## src/rtl/mbssoc_irq_collector_if.sv

```systemverilog
// Signal bundle between the interrupt collector and its neighbours:
// device lines, core syscalls, APIC vector/ack and the config port.
interface mbssoc_irq_collector_if #(
  parameter int INT_WIDTH     = 8,
  parameter int SYSCODE_WIDTH = 8,
  parameter int DATA_WIDTH    = 32
);
  logic [INT_WIDTH-1:0]     dev_irq;
  logic                     syscall_req0;
  logic                     syscall_req1;
  logic [SYSCODE_WIDTH-1:0] syscall_code0_in;
  logic [SYSCODE_WIDTH-1:0] syscall_code1_in;
  logic [INT_WIDTH-1:0]     int_ack;
  logic                     cfg_we;
  logic [1:0]               cfg_addr;
  logic [DATA_WIDTH-1:0]    cfg_wdata;
  logic [DATA_WIDTH-1:0]    cfg_rdata;
  logic [INT_WIDTH-1:0]     int_vec;
  logic [SYSCODE_WIDTH-1:0] syscall_code0;
  logic [SYSCODE_WIDTH-1:0] syscall_code1;
  logic                     syscall_busy0;
  logic                     syscall_busy1;

  modport master (
    output dev_irq, syscall_req0, syscall_req1, syscall_code0_in, syscall_code1_in,
    output int_ack, cfg_we, cfg_addr, cfg_wdata,
    input  cfg_rdata, int_vec, syscall_code0, syscall_code1, syscall_busy0, syscall_busy1
  );

  modport slave (
    input  dev_irq, syscall_req0, syscall_req1, syscall_code0_in, syscall_code1_in,
    input  int_ack, cfg_we, cfg_addr, cfg_wdata,
    output cfg_rdata, int_vec, syscall_code0, syscall_code1, syscall_busy0, syscall_busy1
  );
endinterface

```

## src/rtl/mbssoc_irq_collector.sv

```systemverilog
// Interrupt collection stage ahead of the APIC: synchronises device lines,
// latches edge/level requests, merges core syscalls and exposes config regs.
module mbssoc_irq_collector #(
  parameter int INT_WIDTH     = 8,
  parameter int SYSCODE_WIDTH = 8,
  parameter int DATA_WIDTH    = 32,
  parameter int SYSCALL0_BIT  = 6,
  parameter int SYSCALL1_BIT  = 7
) (
  input logic clk,
  input logic rst,
  mbssoc_irq_collector_if.slave bus
);

  localparam logic [INT_WIDTH-1:0] SYS_BITS =
    (INT_WIDTH'(1) << SYSCALL0_BIT) | (INT_WIDTH'(1) << SYSCALL1_BIT);

  logic [INT_WIDTH-1:0]     s1_q, s2_q, prev_q;
  logic [INT_WIDTH-1:0]     pend_q, pend_d;
  logic [INT_WIDTH-1:0]     ovf_q, ovf_d;
  logic [INT_WIDTH-1:0]     mask_q, mask_d;
  logic [INT_WIDTH-1:0]     edge_q, edge_d;
  logic [SYSCODE_WIDTH-1:0] code0_q, code0_d, code1_q, code1_d;

  logic [INT_WIDTH-1:0] wr_bits, sys_req, sys_acc, rise, set_ev, clr;
  logic [INT_WIDTH-1:0] evt_bits, w1c_pend, w1c_ovf, ovf_set;
  logic                 unused_wdata_hi;

  assign unused_wdata_hi = ^bus.cfg_wdata[DATA_WIDTH-1:INT_WIDTH];

  always_comb begin
    wr_bits = bus.cfg_wdata[INT_WIDTH-1:0];

    sys_req = '0;
    sys_req[SYSCALL0_BIT] = bus.syscall_req0;
    sys_req[SYSCALL1_BIT] = bus.syscall_req1;
    // A request arriving together with its own ack is accepted (request wins).
    sys_acc = sys_req & (~pend_q | bus.int_ack);

    // Syscall bits always behave as event bits regardless of edge_mode.
    evt_bits = edge_q | SYS_BITS;
    rise     = s2_q & ~prev_q & edge_q & ~SYS_BITS;
    set_ev   = rise | sys_acc;

    w1c_pend = (bus.cfg_we && bus.cfg_addr == 2'd2) ? wr_bits : '0;
    w1c_ovf  = (bus.cfg_we && bus.cfg_addr == 2'd3) ? wr_bits : '0;
    clr      = bus.int_ack | w1c_pend;

    pend_d  = (evt_bits & (set_ev | (pend_q & ~clr))) | (~evt_bits & s2_q);
    ovf_set = (rise | sys_req) & pend_q & ~bus.int_ack;
    ovf_d   = ovf_set | (ovf_q & ~w1c_ovf);

    mask_d = mask_q;
    if (bus.cfg_we && bus.cfg_addr == 2'd0) mask_d = wr_bits & ~SYS_BITS;
    edge_d = edge_q;
    if (bus.cfg_we && bus.cfg_addr == 2'd1) edge_d = wr_bits;

    code0_d = sys_acc[SYSCALL0_BIT] ? bus.syscall_code0_in : code0_q;
    code1_d = sys_acc[SYSCALL1_BIT] ? bus.syscall_code1_in : code1_q;
  end

  always_ff @(posedge clk or posedge rst) begin
    if (rst) begin
      s1_q    <= '0;
      s2_q    <= '0;
      prev_q  <= '0;
      pend_q  <= '0;
      ovf_q   <= '0;
      mask_q  <= '0;
      edge_q  <= '1;
      code0_q <= '0;
      code1_q <= '0;
    end else begin
      s1_q    <= bus.dev_irq & ~SYS_BITS;
      s2_q    <= s1_q;
      prev_q  <= s2_q;
      pend_q  <= pend_d;
      ovf_q   <= ovf_d;
      mask_q  <= mask_d;
      edge_q  <= edge_d;
      code0_q <= code0_d;
      code1_q <= code1_d;
    end
  end

  always_comb begin
    case (bus.cfg_addr)
      2'd0:    bus.cfg_rdata = DATA_WIDTH'(mask_q);
      2'd1:    bus.cfg_rdata = DATA_WIDTH'(edge_q);
      2'd2:    bus.cfg_rdata = DATA_WIDTH'(pend_q);
      default: bus.cfg_rdata = DATA_WIDTH'(ovf_q);
    endcase
  end

  assign bus.int_vec       = pend_q & (mask_q | SYS_BITS);
  assign bus.syscall_code0 = code0_q;
  assign bus.syscall_code1 = code1_q;
  assign bus.syscall_busy0 = pend_q[SYSCALL0_BIT];
  assign bus.syscall_busy1 = pend_q[SYSCALL1_BIT];

endmodule

```

## src/flat_wrapper.sv

```systemverilog
// flat-port wrapper written by rule: the top's interface ports become plain ports
module mbssoc_irq_collector_flat 
#(
  parameter int INT_WIDTH     = 8,
  parameter int SYSCODE_WIDTH = 8,
  parameter int DATA_WIDTH    = 32,
  parameter int SYSCALL0_BIT  = 6,
  parameter int SYSCALL1_BIT  = 7
)
  (clk, rst, bus_dev_irq, bus_syscall_req0, bus_syscall_req1, bus_syscall_code0_in, bus_syscall_code1_in, bus_int_ack, bus_cfg_we, bus_cfg_addr, bus_cfg_wdata, bus_cfg_rdata, bus_int_vec, bus_syscall_code0, bus_syscall_code1, bus_syscall_busy0, bus_syscall_busy1);
  mbssoc_irq_collector_if #(.INT_WIDTH(INT_WIDTH), .SYSCODE_WIDTH(SYSCODE_WIDTH), .DATA_WIDTH(DATA_WIDTH)) bus_i ();
  input logic clk;
  input logic rst;
  input wire logic [$bits(bus_i.dev_irq)-1:0] bus_dev_irq;
  input wire logic [$bits(bus_i.syscall_req0)-1:0] bus_syscall_req0;
  input wire logic [$bits(bus_i.syscall_req1)-1:0] bus_syscall_req1;
  input wire logic [$bits(bus_i.syscall_code0_in)-1:0] bus_syscall_code0_in;
  input wire logic [$bits(bus_i.syscall_code1_in)-1:0] bus_syscall_code1_in;
  input wire logic [$bits(bus_i.int_ack)-1:0] bus_int_ack;
  input wire logic [$bits(bus_i.cfg_we)-1:0] bus_cfg_we;
  input wire logic [$bits(bus_i.cfg_addr)-1:0] bus_cfg_addr;
  input wire logic [$bits(bus_i.cfg_wdata)-1:0] bus_cfg_wdata;
  output wire logic [$bits(bus_i.cfg_rdata)-1:0] bus_cfg_rdata;
  output wire logic [$bits(bus_i.int_vec)-1:0] bus_int_vec;
  output wire logic [$bits(bus_i.syscall_code0)-1:0] bus_syscall_code0;
  output wire logic [$bits(bus_i.syscall_code1)-1:0] bus_syscall_code1;
  output wire logic [$bits(bus_i.syscall_busy0)-1:0] bus_syscall_busy0;
  output wire logic [$bits(bus_i.syscall_busy1)-1:0] bus_syscall_busy1;
  assign bus_i.dev_irq = bus_dev_irq;
  assign bus_i.syscall_req0 = bus_syscall_req0;
  assign bus_i.syscall_req1 = bus_syscall_req1;
  assign bus_i.syscall_code0_in = bus_syscall_code0_in;
  assign bus_i.syscall_code1_in = bus_syscall_code1_in;
  assign bus_i.int_ack = bus_int_ack;
  assign bus_i.cfg_we = bus_cfg_we;
  assign bus_i.cfg_addr = bus_cfg_addr;
  assign bus_i.cfg_wdata = bus_cfg_wdata;
  assign bus_cfg_rdata = bus_i.cfg_rdata;
  assign bus_int_vec = bus_i.int_vec;
  assign bus_syscall_code0 = bus_i.syscall_code0;
  assign bus_syscall_code1 = bus_i.syscall_code1;
  assign bus_syscall_busy0 = bus_i.syscall_busy0;
  assign bus_syscall_busy1 = bus_i.syscall_busy1;
  mbssoc_irq_collector #(.INT_WIDTH(INT_WIDTH), .SYSCODE_WIDTH(SYSCODE_WIDTH), .DATA_WIDTH(DATA_WIDTH), .SYSCALL0_BIT(SYSCALL0_BIT), .SYSCALL1_BIT(SYSCALL1_BIT)) u_core (.clk(clk), .rst(rst), .bus(bus_i));
endmodule
```

## config.mk

```make
export PLATFORM = sky130hd
export DESIGN_NAME = mbssoc_irq_collector_flat
export DESIGN_NICKNAME = d
export VERILOG_FILES = /design/src/rtl/mbssoc_irq_collector_if.sv /design/src/rtl/mbssoc_irq_collector.sv /design/src/flat_wrapper.sv
export SDC_FILE = /design/constraint.sdc
export NUM_CORES = 1
export LEC_CHECK = 0
export ABC_CLOCK_PERIOD_IN_PS = 1850
export BUFFER_PORTS_ARGS = -buffer_cell sky130_fd_sc_hd__buf_4
export CAP_MARGIN = 20
export CORE_ASPECT_RATIO = 2
export CORE_MARGIN = 3
export CORE_UTILIZATION = 25
export DETAILED_ROUTE_END_ITERATION = 10
export PLACE_DENSITY = 0.45
export SETUP_SLACK_MARGIN = 0.02
export SKIP_CTS_REPAIR_TIMING = 1
export SLEW_MARGIN = 20
export SYNTH_ARGS = -nofsm -noshare
export SYNTH_HDL_FRONTEND = slang
export SYNTH_SLANG_ARGS = --single-unit
export TNS_END_PERCENT = 5
```

## constraint.sdc

```tcl
create_clock -name clk -period 1.85 [get_ports clk]
set_input_delay 0.0925 -clock clk [delete_from_list [all_inputs] [get_ports clk]]
set_output_delay 0.0925 -clock clk [all_outputs]
set_load 0.005 [all_outputs]
```

==> reports/results.txt <==
Status: finished, final reports clean
Simple-gate share of the synthesized area: 9.23%
Post-synthesis mux area share: 18.4%
Wire per inst: 14.1 µm
Layout cell share with drive strength beyond 1: 45.7%
Initial DRC count: 61
Hold Vio Cnt, Final: 0
Dpl hpwl: 4710 µm
Drt total wl: 6460 µm
Initial core utilization: 25.8%
CP endpoint kind: output port
Critical Path Source Type: flip-flop
CP top delay family: flip-flops
Pwr/cell area: 1100 nW/µm²
FF+latch count, synth: 64
First-pass GRT wire length: 10300 µm
ANT cells: 0
Worst-Margin Slew: 520 ps
H-tree depth: 3
Yosys warns: 0
Clock-pin transition on the worst setup and hold timing paths: 60 ps
Nets: 383
Post-synth top flop: dfrtp_1
DRC violations left: 0
GRT Residual Overflow: 0
WS Path Type: flip-flop to output port
Initial antenna violation count: 0
Post-Route Setup TNS: 0 ps
# port buffers: 78
Via-to-Cell Ratio: 4.16
Pre-CTS setup slack: 302 ps
Hold WC Path Type: input pin to flip-flop
Critical Path RT: 1760 ps
EDFF count, synth: 0
Final-report setup violation count: 0
First drt pass iteration count: 4
RSZ-0062 raised after global routing: no
Layout area overhead: 42.5%
Antenna Nets Post-Route: 0
Largest net degree at the start of global routing: 43
Max Root-Sink Buffers: 2
Gate count of the mapped netlist: 209
Die H: 156 µm
Core Region: 10900 µm²
Post-synthesis sequential area ratio: 57.1%
Synth Area in Compound Gates: 5.77%
Die W: 81.1 µm
Routability cong.: 0.715
Library cells used by synthesis: 24
Crit path DAT: 1480 ps
Achievable Freq: 0.635 GHz
Hold WS: 3.20 ps
Buf+Inv Stages, Crit Path: 2
Via count: 1901
Final worst slack: 276 ps
Post-Synth Adder-Cell Area: 0%
Num rows: 54
Post-place instance area: 3460 µm²
Clock latency at the later pin of the worst-skew pair: 320 ps
Syn Std Cell Area: 2820 µm²
Overall die area: 12700 µm²
Min cycle time layout: 1570 ps
Max Cap Violations: 0
CP cell instances: buf_4 -> mux2_2 -> a22o_2 -> buf_4
Critical Path Slowest Stage Cell: dfrtp_1
Final instance area: 4020 µm²
Post-synthesis xor/xnor area fraction: 0%
Leak Pwr: 1.89 nW
Worst Skew: 6.17 ps
Ys async rst share: 100%
Main combinational cell family by area after synthesis: multiplexers
Clk sink count: 64
Num CTS Buffers: 9
# fillers: 1104
Part of the cycle the worst path needs: 85.1%
Ports: 129
CP peak stage delay: 370 ps
Root buffer cell: clkbuf_16
Total GRT Usage: 11.1%
Max_slew headroom: 65.3%
Most frequent CP cell: buf_4
TritonCTS clock tree: yes
Finished Core Util: 36.7%
Worst Path Max Fanout: 3
Slew Limit Fails: 0
Max VDD drop: 0.466 mV
Vias in the first global route: 1981
Syn_area_per_cell: 13.5 µm²
## report_power, final
group          total (mW)  switching, mW  internal, mW
logic               0.692          0.246         0.446
clock network        1.99          0.597          1.39
registers            1.74          0.120          1.62
total                4.43          0.963          3.46
## layout make-up
type,count,area (µm²),share of cell area (%)
clock inverter,4,98.8,2.46
clock buffer,12,256,6.38
sequential,64,1610,40.1
timing repair buffer,101,821,20.4
tap,140,175,4.36
inverter,7,26.3,0.654
multi-input combinational,129,1030,25.6
## synth_stat cells, types with 4 or more instances
cell type / number / share of area (%)
dfrtp_1: 56 / 50
mux2_2: 31 / 12
buf_4: 26 / 6.9
nand2_1: 26 / 3.5
a22o_1: 8 / 2.5
dfstp_2: 8 / 7.5
nor2_1: 8 / 1.1
inv_1: 7 / 0.93
a32o_1: 6 / 2.1
and2_1: 6 / 1.3
mux4_1: 6 / 5.6
buf_2: 4 / 0.71
## cell usage in the layout (no fill, tap or decap), types with 8 or more instances in the layout
cell           count
a22o_1             8
buf_4             80
clkbuf_16          9
conb_1            24
dfrtp_1           56
dfstp_2            8
dlygate4sd3_1     20
mux2_2            31
nand2_1           26
nor2_1             8
## final timing paths
| check | start | end | slack [ps] | cells past startpoint |
|---|---|---|---|---|
| min in group asynchronous | rst | u_core.bus.syscall_code0[7]$_DFFE_PP0P_ | 360 | 3 |
| worst max register to register | u_core.pend_q[7]$_DFF_PP0_ | u_core.bus.syscall_code1[1]$_DFFE_PP0P_ | 340 | 3 |
| worst min-delay path | bus_syscall_code1_in[7] | u_core.bus.syscall_code1[7]$_DFFE_PP0P_ | 3 | 2 |
| worst max-delay path | u_core.pend_q[6]$_DFF_PP0_ | bus_cfg_rdata[6] | 280 | 4 |
| max in group asynchronous | rst | u_core.edge_q[5]$_DFFE_PP1P_ | 820 | 4 |
| worst min register to register | u_core.s1_q[4]$_DFF_PP0_ | u_core.s2_q[4]$_DFF_PP0_ | 340 | 0 |
## worst register-to-register path: stages (launching register included)
cell and delay (ps):
dfrtp_1 390, nor2b_2 220, nand2b_1 400, mux2_2 390
## stage by stage
stage	std cells	power, mW
floorplan	232	2.12
global placement	421	2.43
detailed placement	421	2.45
CTS	437	4.50
global route	457	4.67
finish	457	4.43
## flip-flops by register name (all words and copies together) (netlist names)
signal                    cells
u_core.bus.syscall_code0      8
u_core.bus.syscall_code1      8
u_core.edge_q                 8
u_core.mask_q                 6
u_core.ovf_q                  8
u_core.pend_q                 8
u_core.prev_q                 6
u_core.s1_q                   6
u_core.s2_q                   6
## cell families after synthesis
group	after synthesis
AOI/OAI and AO/OA	18
buffers and inverters	39
DFF	64
muxes	38
other	1
and+or+nand+nor	49
## layer usage
metal | global-route usage (%) | part of all wire (%) | up-vias
met5 | 0 | 0 | -
met4 | 5.80 | 1.8 | 0
met3 | 2.95 | 5.5 | 6
met2 | 19.6 | 57 | 69
met1 | 11.7 | 36 | 940
li1 | - | - | 886
(Power assumes the default switching activity.)
